===== config.mk =====
export PLATFORM = sky130hd
export DESIGN_NAME = controle_bloqueio
export DESIGN_NICKNAME = d
export VERILOG_FILES = /design/src/rtl/controle_bloqueio.sv
export SDC_FILE = /design/constraint.sdc
export NUM_CORES = 1
export LEC_CHECK = 0
export CORE_AREA = 2 2 39 41
export DETAILED_ROUTE_END_ITERATION = 8
export DIE_AREA = 0 0 41 43
export DONT_BUFFER_PORTS = 1
export PLACE_DENSITY_LB_ADDON = 0.2
export SLEW_MARGIN = 20
export SYNTH_ARGS = -nofsm -noshare
export SYNTH_HDL_FRONTEND = slang
export SYNTH_SLANG_ARGS = --single-unit

===== constraint.sdc =====
create_clock -name clk -period 2.8 [get_ports clk]
set_clock_uncertainty 0.05 [all_clocks]
set_input_delay 0.28 -clock clk [delete_from_list [all_inputs] [get_ports clk]]
set_output_delay 0.28 -clock clk [all_outputs]
set_load 0.02 [all_outputs]

===== src/rtl/controle_bloqueio.sv =====
// DigiLock access/lockout controller.
// Drives contador_9b and uses its value as the open/lockout time base.
module controle_bloqueio #(
  parameter int unsigned MAX_FAILS  = 3,
  parameter logic [8:0]  OPEN_TICKS = 9'd100,
  parameter logic [8:0]  LOCK_TICKS = 9'd300
) (
  input  logic       clk,
  input  logic       reset,
  input  logic       attempt_valid,
  input  logic       attempt_ok,
  input  logic       close,
  input  logic [8:0] count_s,
  output logic       cnt_add,
  output logic       cnt_reset,
  output logic       unlocked,
  output logic       locked_out,
  output logic [3:0] fail_count
);

  typedef enum logic [1:0] {
    IDLE    = 2'd0,
    OPEN    = 2'd1,
    LOCKOUT = 2'd2
  } state_t;

  localparam logic [4:0] MF        = 5'(MAX_FAILS);
  localparam logic [8:0] OPEN_LAST = OPEN_TICKS - 9'd1;
  localparam logic [8:0] LOCK_LAST = LOCK_TICKS - 9'd1;

  state_t     state_q, state_d;
  logic [3:0] fail_q, fail_d;
  logic [4:0] fail_inc;
  logic       unlocked_q, locked_q;
  logic       add_q, clr_q;

  // Widened so the compare against MAX_FAILS cannot overflow.
  assign fail_inc = {1'b0, fail_q} + 5'd1;

  // Next-state and failure-count decode.
  always_comb begin
    state_d = state_q;
    fail_d  = fail_q;
    unique case (state_q)
      IDLE: begin
        if (attempt_valid) begin
          if (attempt_ok) begin
            state_d = OPEN;
            fail_d  = 4'd0;
          end else if (fail_inc >= MF) begin
            state_d = LOCKOUT;
            fail_d  = 4'd0;
          end else begin
            fail_d  = fail_inc[3:0];
          end
        end
      end
      OPEN: begin
        if (close)
          state_d = IDLE;
        else if (count_s >= OPEN_LAST)
          state_d = IDLE;
      end
      LOCKOUT: begin
        if (count_s >= LOCK_LAST)
          state_d = IDLE;
      end
      default: state_d = IDLE;
    endcase
  end

  // State register with outputs registered from the next state.
  always_ff @(posedge clk) begin
    if (!reset) begin
      state_q    <= IDLE;
      fail_q     <= 4'd0;
      unlocked_q <= 1'b0;
      locked_q   <= 1'b0;
      add_q      <= 1'b0;
      clr_q      <= 1'b1;
    end else begin
      state_q    <= state_d;
      fail_q     <= fail_d;
      unlocked_q <= (state_d == OPEN);
      locked_q   <= (state_d == LOCKOUT);
      add_q      <= (state_d != IDLE);
      clr_q      <= (state_d == IDLE);
    end
  end

  assign unlocked   = unlocked_q;
  assign locked_out = locked_q;
  assign cnt_add    = add_q;
  assign cnt_reset  = clr_q;
  assign fail_count = fail_q;

endmodule

==> impl_metrics.yaml <==
status:
  status: "complete, no violations"
cts:
  numCtsBuffers: 3
  clockBufferDepth: 2
  clkLatencyLatePin_ps: 270
  cts_setup_buffers: 0
  clk_pin_slew_ps: 70
  cts_hold_buf: 0
  clock-sinks: 10
  htreeDepth: 1
  cts.root.buffer_cell: "clkbuf_4"
  cts_tree: "done"
  cts_resized: 0
setup_path:
  worstSetupStartpointType: "register"
  cp_cell_sequence: "inv_1 -> ha_1 -> nor2_1 -> nor3_1 -> a2111o_1 -> and3b_1"
  cp-end-kind: "register"
  critPathMaxStageDelay_ps: 530
  path_max_fanout: 6
  crit_slowest_cell: "dfxtp_1"
  required_ps: 2910
  worstPathArrival_ps: 2040
  crit_type: "register to register"
routing:
  avgViaCountPerCell: 5.456
  dr.max_layer_used: "met4"
  first_pass_iters: 3
  met2_length_um: 435
  antenna_left: 0
  drt_iter0_drc: 4
  wl_met3_um: 73
  vias: 371
  finalWirelength_um: 915
  wl_met1_um: 396
  wl_per_cell_um: 13.46
  drcViolationCount: 0
global_route:
  grt_pass1_wl_mm: 1.455
  grt_usage: 0.1231
  grt_max_degree: 11
  grt_pass1_vias: 360
  antenna_found_initial: 0
  gr-total-overflow: 0
cells_and_area:
  insertedDiodeCount: 0
  area_growth_pct: 11.23
  final_cells: 68
  multi_input_area_sq_um: 244.0
  drive_gt1_frac: 0.07692
  utilization: 0.3671
  fillers: 147
  nets: 69
  regArea_sq_um: 200.2
placed_design:
  hpwlAfterDp_um: 700.6
  dp.cells: 64
  port_buffers: 0
  gp_congestion: 0.6961
  dp_worst_setup_slack_ps: 890.2
synthesis:
  synth.area.top_cells: "dfxtp_1, ha_1, nand3b_1"
  syn_area_sq_um: 456.7
  syn_area_per_cell_sq_um: 9.320
  synth_warnings: 0
  synth_seq_area_share: 0.4384
  synth_cell_type_count: 23
  syn_inst: 49
  synth.largest_area_cell: "dfxtp_1"
  synth_top_cell_area_share: 0.4384
  synth_seq_cells: 10
  synth_nets: 65
timing:
  fin_crit_sh: 0.6863
  setup_viol: 0
  clock.fmax_mhz: 520.4
  tightest_slew_ps: 357.9
  final.setup.tns_ps: 0
  fin_ws_ps: 878.5
  hold_viol: 0
  grt_setup_unrepaired: "false"
  hold_ws_ps: 114.6
  drv_slew: 0
  slew-limit-headroom: 0.7577
  finalCriticalPeriod_ps: 1922
power:
  pwr_density_cell_nw_per_um2: 603.6
  peakVddDrop_mv: 0.3435
  power_leakage_nw: 0.2116
floorplanning:
  start_util: 0.3300
  coreArea_sq_um: 1384
  die_h_um: 43
  io_pins: 22
  die_x_um: 41
  num_rows: 14
  die_area_sq_um: 1763
run:
  maxCapViolations: 0
worst_hold_path:
  hp-class: "input pin to register"
[synth_stat cells, drive strengths merged]
master,instances
ha,2
o311ai,1
o21ai,3
nand3,3
a2111o,1
nand2,4
a32o,2
nand2b,2
a211o,1
and2,1
nor2,2
and3,2
nor3,2
and3b,1
buf,1
nand4bb,1
dfxtp,10
or2,2
a21o,1
nand3b,3
inv,2
a211oi,1
nand4,1
[state kept, by name, indices dropped and copies added (netlist names)]
signal / flops
fail_count: 4
state_q: 2
cnt_add: 1
cnt_reset: 1
locked_out: 1
unlocked: 1
[placed cells by master, fill, tap and decap left out]
master / instances
nand2b_1: 2
nand2_1: 4
or2_1: 2
a211o_1: 1
a211oi_1: 1
nor2_1: 2
clkbuf_8: 1
nor3_1: 2
and3b_1: 1
nand4bb_1: 1
ha_1: 2
clkbuf_4: 3
nand3_1: 3
o311ai_1: 1
dfxtp_1: 10
nand4_1: 1
and3_1: 2
a21o_1: 1
and2_1: 1
a2111o_1: 1
inv_1: 2
o21ai_1: 3
a32o_1: 2
nand3b_1: 3
[worst paths after layout]
kind	from	endpoint	slack (ps)	cells after the start
min reg2reg	fail_count[3]	fail_count[3]	550	1
max	fail_count[0]	cnt_reset	880	6
min	attempt_ok	state_q[0]	110	1
max reg2reg	fail_count[0]	cnt_reset	880	6
[through the flow]
stage / cell area, sq um / power (mW)
final: 508.0 / 0.3066
after global routing: 508.0 / 0.3182
after CTS: 508.0 / 0.3095
after detailed placement: 471.7 / 0.1806
after global placement: 471.7 / 0.1806
after floorplan: 456.7 / 0.1783
[logic make-up (layout without fill, tap and decap cells)]
kind of cell    after synthesis  count (layout)  share of synthesized area
simple gates                 24              24                     0.3068
fa+ha+maj                     2               2                    0.05479
flops                        10              10                     0.4384
compound gates               10              10                     0.1726
buf+inv                       3               6                    0.02739
[power breakdown]
part	switching (mW)	leakage, nW	internal, mW
clock network	0.0503	0.0210	0.0790
registers	0.00958	0.0814	0.148
logic	0.0103	0.109	0.00972
total	0.0702	0.212	0.236
[final cells by class]
type | instances | share of cell area
Clock buffer | 4 | 0.07143
Multi-Input combinational cell | 36 | 0.4803
Sequential cell | 10 | 0.3941
Inverter | 2 | 0.01478
Tap cell | 16 | 0.03941
[layer usage]
metal	global-route usage	vias up
met5	0	-
met1	0.1438	171
met4	0.02000	0
li1	-	186
met2	0.1781	12
met3	0.09424	2
[critical path: cells and delay by family, from the launching register on]
kind	cells	cell delay (ps)
buffers and inverters	1	110
and+or+nand+nor	3	350
AOI/OAI and AO/OA	1	480
adders and majority gates	1	310
DFF	1	530
Power figures use the tool's default switching activity.
